File: config.mk
export PLATFORM = sky130hd
export DESIGN_NAME = src_cmd_loader_flat
export DESIGN_NICKNAME = d
export VERILOG_FILES = /design/src/rtl/src_cmd_loader_if.sv /design/src/rtl/src_cmd_loader.sv /design/src/flat_wrapper.sv
export SDC_FILE = /design/constraint.sdc
export NUM_CORES = 1
export LEC_CHECK = 0
export CORE_MARGIN = 5
export CORE_UTILIZATION = 40
export CTS_CLUSTER_SIZE = 14
export DETAILED_ROUTE_END_ITERATION = 10
export PLACE_DENSITY = 0.71
export SLEW_MARGIN = 25
export SYNTH_ARGS = -nofsm -noshare
export SYNTH_HDL_FRONTEND = slang
export SYNTH_SLANG_ARGS = --single-unit
File: constraint.sdc
create_clock -name clk -period 3.7 [get_ports clk]
set_input_delay 0.925 -clock clk [delete_from_list [all_inputs] [get_ports clk]]
set_output_delay 0.925 -clock clk [all_outputs]
set_load 0.02 [all_outputs]
File: src/rtl/src_cmd_loader_if.sv
// Host-side command bus and register-file write bus of the source command loader.
// The master modport is the host/ALU side, and the slave modport is the loader.
interface src_cmd_loader_if #(
    parameter int ADDR_W = 3,
    parameter int CMD_W  = 3,
    parameter int DATA_W = 8
);
    localparam int WORD_W = 2 + ADDR_W + CMD_W + 2 * DATA_W;

    logic              in_valid;
    logic              in_ready;
    logic [CMD_W-1:0]  in_cmd;
    logic [DATA_W-1:0] in_a;
    logic [DATA_W-1:0] in_b;
    logic              in_cap;
    logic              flush;
    logic              batch_done;
    logic              w;
    logic [WORD_W-1:0] wdata;
    logic              aluop_st;
    logic [ADDR_W:0]   batch_len;
    logic              busy;

    modport master (
        output in_valid, in_cmd, in_a, in_b, in_cap, flush, batch_done,
        input  in_ready, w, wdata, aluop_st, batch_len, busy
    );

    modport slave (
        input  in_valid, in_cmd, in_a, in_b, in_cap, flush, batch_done,
        output in_ready, w, wdata, aluop_st, batch_len, busy
    );
endinterface

File: src/rtl/src_cmd_loader.sv
// Packs host ALU commands into 24-bit source register file entries. It writes one full
// batch of DEPTH entries, pads the unused tail, starts the ALU sweep and waits for it to finish.
module src_cmd_loader #(
    parameter int DEPTH  = 8,
    parameter int ADDR_W = 3,
    parameter int CMD_W  = 3,
    parameter int DATA_W = 8
) (
    input  logic                clk,
    input  logic                rst,
    src_cmd_loader_if.slave     bus
);
    localparam int WORD_W = 2 + ADDR_W + CMD_W + 2 * DATA_W;
    localparam logic [ADDR_W-1:0] LAST_ADDR = ADDR_W'(DEPTH - 1);

    localparam logic [1:0] LOAD  = 2'd0;
    localparam logic [1:0] PAD   = 2'd1;
    localparam logic [1:0] ISSUE = 2'd2;
    localparam logic [1:0] WAIT  = 2'd3;

    logic [1:0]        state_q,     state_d;
    logic [ADDR_W-1:0] wr_addr_q,   wr_addr_d;
    logic [ADDR_W:0]   count_q,     count_d;
    logic              w_q,         w_d;
    logic [WORD_W-1:0] wdata_q,     wdata_d;
    logic              aluop_st_q,  aluop_st_d;
    logic [ADDR_W:0]   batch_len_q, batch_len_d;
    logic              busy_q,      busy_d;

    logic              accept;
    logic [ADDR_W-1:0] addr_after;
    logic [ADDR_W:0]   count_after;

    assign bus.in_ready  = (state_q == LOAD) & ~rst;
    assign bus.w         = w_q;
    assign bus.wdata     = wdata_q;
    assign bus.aluop_st  = aluop_st_q;
    assign bus.batch_len = batch_len_q;
    assign bus.busy      = busy_q;

    assign accept      = bus.in_valid & bus.in_ready;
    assign addr_after  = wr_addr_q + ADDR_W'(accept);
    assign count_after = count_q + (ADDR_W + 1)'(accept);

    always_comb begin
        state_d     = state_q;
        wr_addr_d   = wr_addr_q;
        count_d     = count_q;
        w_d         = 1'b0;
        wdata_d     = wdata_q;
        aluop_st_d  = 1'b0;
        batch_len_d = batch_len_q;

        case (state_q)
            LOAD: begin
                if (accept) begin
                    w_d       = 1'b1;
                    wdata_d   = {1'b1, bus.in_cap, wr_addr_q, bus.in_cmd, bus.in_a, bus.in_b};
                    count_d   = count_after;
                    // The address sticks at the last entry and returns to 0 only on re-entering LOAD.
                    wr_addr_d = (wr_addr_q == LAST_ADDR) ? wr_addr_q : addr_after;
                end
                if (accept && wr_addr_q == LAST_ADDR) begin
                    state_d = ISSUE;
                end else if (bus.flush && count_after != '0) begin
                    state_d = (addr_after != '0) ? PAD : ISSUE;
                end
            end
            PAD: begin
                w_d     = 1'b1;
                wdata_d = {2'b00, wr_addr_q, {(CMD_W + 2 * DATA_W){1'b0}}};
                if (wr_addr_q == LAST_ADDR) begin
                    state_d = ISSUE;
                end else begin
                    wr_addr_d = wr_addr_q + 1'b1;
                end
            end
            ISSUE: begin
                aluop_st_d  = 1'b1;
                batch_len_d = count_q;
                state_d     = WAIT;
            end
            default: begin
                if (bus.batch_done) begin
                    state_d   = LOAD;
                    wr_addr_d = '0;
                    count_d   = '0;
                end
            end
        endcase

        busy_d = (state_d != LOAD);
    end

    always_ff @(posedge clk) begin
        if (rst) begin
            state_q     <= LOAD;
            wr_addr_q   <= '0;
            count_q     <= '0;
            w_q         <= 1'b0;
            wdata_q     <= '0;
            aluop_st_q  <= 1'b0;
            batch_len_q <= '0;
            busy_q      <= 1'b0;
        end else begin
            state_q     <= state_d;
            wr_addr_q   <= wr_addr_d;
            count_q     <= count_d;
            w_q         <= w_d;
            wdata_q     <= wdata_d;
            aluop_st_q  <= aluop_st_d;
            batch_len_q <= batch_len_d;
            busy_q      <= busy_d;
        end
    end
endmodule

File: src/flat_wrapper.sv
// flat-port wrapper written by rule: the top's interface ports become plain ports
module src_cmd_loader_flat 
#(
    parameter int DEPTH  = 8,
    parameter int ADDR_W = 3,
    parameter int CMD_W  = 3,
    parameter int DATA_W = 8
)
  (clk, rst, bus_in_valid, bus_in_cmd, bus_in_a, bus_in_b, bus_in_cap, bus_flush, bus_batch_done, bus_in_ready, bus_w, bus_wdata, bus_aluop_st, bus_batch_len, bus_busy);
  src_cmd_loader_if #(.ADDR_W(ADDR_W), .CMD_W(CMD_W), .DATA_W(DATA_W)) bus_i ();
  input  logic clk;
  input  logic rst;
  input wire logic [$bits(bus_i.in_valid)-1:0] bus_in_valid;
  input wire logic [$bits(bus_i.in_cmd)-1:0] bus_in_cmd;
  input wire logic [$bits(bus_i.in_a)-1:0] bus_in_a;
  input wire logic [$bits(bus_i.in_b)-1:0] bus_in_b;
  input wire logic [$bits(bus_i.in_cap)-1:0] bus_in_cap;
  input wire logic [$bits(bus_i.flush)-1:0] bus_flush;
  input wire logic [$bits(bus_i.batch_done)-1:0] bus_batch_done;
  output wire logic [$bits(bus_i.in_ready)-1:0] bus_in_ready;
  output wire logic [$bits(bus_i.w)-1:0] bus_w;
  output wire logic [$bits(bus_i.wdata)-1:0] bus_wdata;
  output wire logic [$bits(bus_i.aluop_st)-1:0] bus_aluop_st;
  output wire logic [$bits(bus_i.batch_len)-1:0] bus_batch_len;
  output wire logic [$bits(bus_i.busy)-1:0] bus_busy;
  assign bus_i.in_valid = bus_in_valid;
  assign bus_i.in_cmd = bus_in_cmd;
  assign bus_i.in_a = bus_in_a;
  assign bus_i.in_b = bus_in_b;
  assign bus_i.in_cap = bus_in_cap;
  assign bus_i.flush = bus_flush;
  assign bus_i.batch_done = bus_batch_done;
  assign bus_in_ready = bus_i.in_ready;
  assign bus_w = bus_i.w;
  assign bus_wdata = bus_i.wdata;
  assign bus_aluop_st = bus_i.aluop_st;
  assign bus_batch_len = bus_i.batch_len;
  assign bus_busy = bus_i.busy;
  src_cmd_loader #(.DEPTH(DEPTH), .ADDR_W(ADDR_W), .CMD_W(CMD_W), .DATA_W(DATA_W)) u_core (.clk(clk), .rst(rst), .bus(bus_i));
endmodule
==> impl_metrics.yaml <==
status:
  status: "completed"
synth:
  yosys.area.top_type_share_pct: 45.2
  ys_top_cells_by_count: "dfxtp_1, nor2_1, a22oi_1"
  synth_area_leaders: "dfxtp_1, a22oi_1, nor2_1, ha_1, mux2i_1"
  synth-edff-count: 0
  syn_area_per_cell_um2: 9.22
  ys.flop_type: "dfxtp_1"
  ys_seq_area_share_pct: 45.2
  yosys_warnings: 0
  syn_inst: 192
  yosysMostFrequentCell: "dfxtp_1"
  async_flop_share_pct: 0
  synth-seq-cells: 40
  ys_types: 39
  synth_area_um2: 1770
  yosys.area.top_type: "dfxtp_1"
  synth_nets: 227
power:
  switchingPower_mw: 0.514
  power.density_nw_per_um2: 575
  seqPwrFrac_pct: 38.1
  p_int_mw: 0.893
  peakVddDrop_mv: 0.221
  sw_frac_of_total_pct: 36.6
  p_leak_nw: 0.971
  power.share.combinational_pct: 42.5
  power_frac_clock_pct: 19.4
clocking:
  cts_root_buf: "clkbuf_8"
  clockBufferDepth: 2
  cts_tree: "done"
  postCtsSetupRepairBufs: 0
  numClockSinks: 40
  cts_resized: 0
  clock_latency_ps: 290
  path_clk_slew_ps: 70
  h-tree-depth: 2
  numCtsBuffers: 5
  cts_hold_buf: 0
sta:
  rsz0062_at_grt: "false"
  worstMarginPinSlew_ps: 705
  period_needed_ps: 3140
  maxSlewHeadroom_pct: 52.9
  finalMaxSlewViolations: 0
  setup_viol: 0
  hold_viol: 0
  tns_ps: 0
  fmax_mhz: 319
  fin_crit_sh_pct: 84.8
  skew_ps: 3.11
route:
  wirelength_mm: 4.01
  drtAntennaViolNets: 0
  top_layer: "met4"
  wl_per_cell_um: 13.4
  vias_per_cell: 5.17
  first_pass_iters: 4
  drt_iter0_drc: 93
  dr_wl_met3_um: 239
  routedLengthMet1_mm: 1.85
  vias: 1545
  drc: 0
  wl_met2_mm: 1.85
global_route:
  overflow: 0
  grt_pass1_vias: 1509
  grt_max_degree: 25
  antenna_found_initial: 0
  grt_pass1_wl_mm: 6.82
  grtUsageTotal_pct: 13.9
cells_and_area:
  nNetsFinal: 282
  drive_gt1_share_pct: 6.48
  area.growth.synth_to_final_pct: 38.2
  design_area_um2: 2450
  n_antenna_cell: 0
critical_path:
  cp.arrival_ps: 2210
  cp-startpoint: "rst"
  reg2reg_depth: 11
  setup.worst_path.class: "in2out"
  r2r-end: "u_core.bus.busy$_SDFF_PP0_"
  crit_fanout: 4
  crit_end: "bus_in_ready"
  ff2ff_setup_slack_ps: 1010
  r2r-start: "u_core.state_q[0]$_SDFF_PP0_"
  start_kind: "input port"
  cp_data_required_time_ps: 2770
  crit_path_end_kind: "output port"
job:
  maxCapViolCount: 0
place:
  place_area_um2: 2360
  place_congestion: 0.813
  portBuffers: 56
  dp_hpwl_mm: 2.93
worst_hold_path:
  holdCritPathClass: "reg2reg"
floorplanning:
  chipHeight_um: 76.5
  core_um2: 4320
  initial_core_util_pct: 40.9
  die_x_um: 76.5
  die_area_um2: 5860
  io_pins: 57
  std_cell_rows: 24
[layout make-up]
class | count | area (µm²)
clock buffers | 5 | 68.8
clock inverters | 2 | 12.5
fillers | 417 | 1880
inverters | 8 | 30.0
multi-input cells | 133 | 886
flip-flops and latches | 40 | 801
well taps | 52 | 65.1
repair buffers | 59 | 583
[worst min-delay path by stage]
stage,from,to,slack [ps],depth (start not counted)
final,u_core.bus.wdata[23]$_SDFFE_PP0P_,u_core.bus.wdata[23]$_SDFFE_PP0P_,490,2
after global placement,u_core.bus.wdata[23]$_SDFFE_PP0P_,u_core.bus.wdata[23]$_SDFFE_PP0P_,470,2
after global routing,u_core.bus.wdata[20]$_SDFFE_PP0P_,u_core.bus.wdata[20]$_SDFFE_PP0P_,520,2
after floorplan,u_core.wr_addr_q[0]$_SDFFE_PP0P_,u_core.wr_addr_q[0]$_SDFFE_PP0P_,490,2
after detailed placement,u_core.bus.wdata[23]$_SDFFE_PP0P_,u_core.bus.wdata[23]$_SDFFE_PP0P_,480,2
after CTS,u_core.bus.wdata[23]$_SDFFE_PP0P_,u_core.bus.wdata[23]$_SDFFE_PP0P_,500,2
[cells in the final DEF (no fill, tap or decap), types with 2 or more instances in the layout]
cell	count
dfxtp_1	40
clkbuf_8	5
nor2b_1	3
buf_4	3
a21bo_1	2
a221oi_1	3
nand2b_1	5
o21ai_0	5
ha_1	10
a22oi_1	22
clkdlybuf4s50_1	56
nor2_1	38
nor3_1	4
a21oi_1	9
mux2i_1	7
nand2_1	5
inv_1	7
[per-stage QoR]
step | util (%) | std cells | setup WS [ps] | hold WS, ps | power [mW]
final | 56.6 | 299 | 564 | 490 | 1.41
after CTS | 56.6 | 299 | 565 | 496 | 1.43
after detailed placement | 54.7 | 292 | 404 | 477 | 1.15
after global routing | 56.6 | 299 | 479 | 525 | 1.50
after floorplan | - | 192 | 1100 | 487 | 0.948
after global placement | 54.7 | 292 | 484 | 467 | 1.15
[power groups by stage]
| stage | logic (mW) | registers (mW) | clock network (mW) |
|---|---|---|---|
| 4_1_cts | 0.605 | 0.537 | 0.285 |
| 3_5_place_dp | 0.603 | 0.547 | 0 |
| 6_report | 0.597 | 0.536 | 0.273 |
| 5_1_grt | 0.660 | 0.544 | 0.299 |
| 2_1_floorplan | 0.346 | 0.602 | 0 |
| 3_3_place_gp | 0.600 | 0.546 | 0 |
[sequential cells by signal, summed over array words and instances, names as in the netlist]
register / count
u_core.count_q: 4
u_core.wr_addr_q: 3
u_core.bus.busy: 1
u_core.bus.wdata: 24
u_core.state_q: 2
u_core.bus.batch_len: 4
u_core.bus.w: 1
u_core.bus.aluop_st: 1
[logic make-up after synthesis]
family                     count (synthesis)  share of synthesized area (%)
and+or+nand+nor                           60                           15.7
adders and majority gates                 10                           7.07
buffers and inverters                     19                           4.73
xor gates and xnor gates                   2                          0.990
muxes                                      7                           3.96
AOI/OAI and AO/OA                         54                           22.3
DFF                                       40                           45.2
[metal layers]
metal	GRT usage [%]	vias to the layer above
met1	16.9	708
met4	6.12	0
met5	0	-
met3	3.78	7
li1	-	787
met2	22.9	43
[critical path, cell delays in order]
cell and delay (ps):
clkdlybuf4s50_1 460, nor2b_1 190, clkdlybuf4s50_1 630
Power figures use the tool's default switching activity.
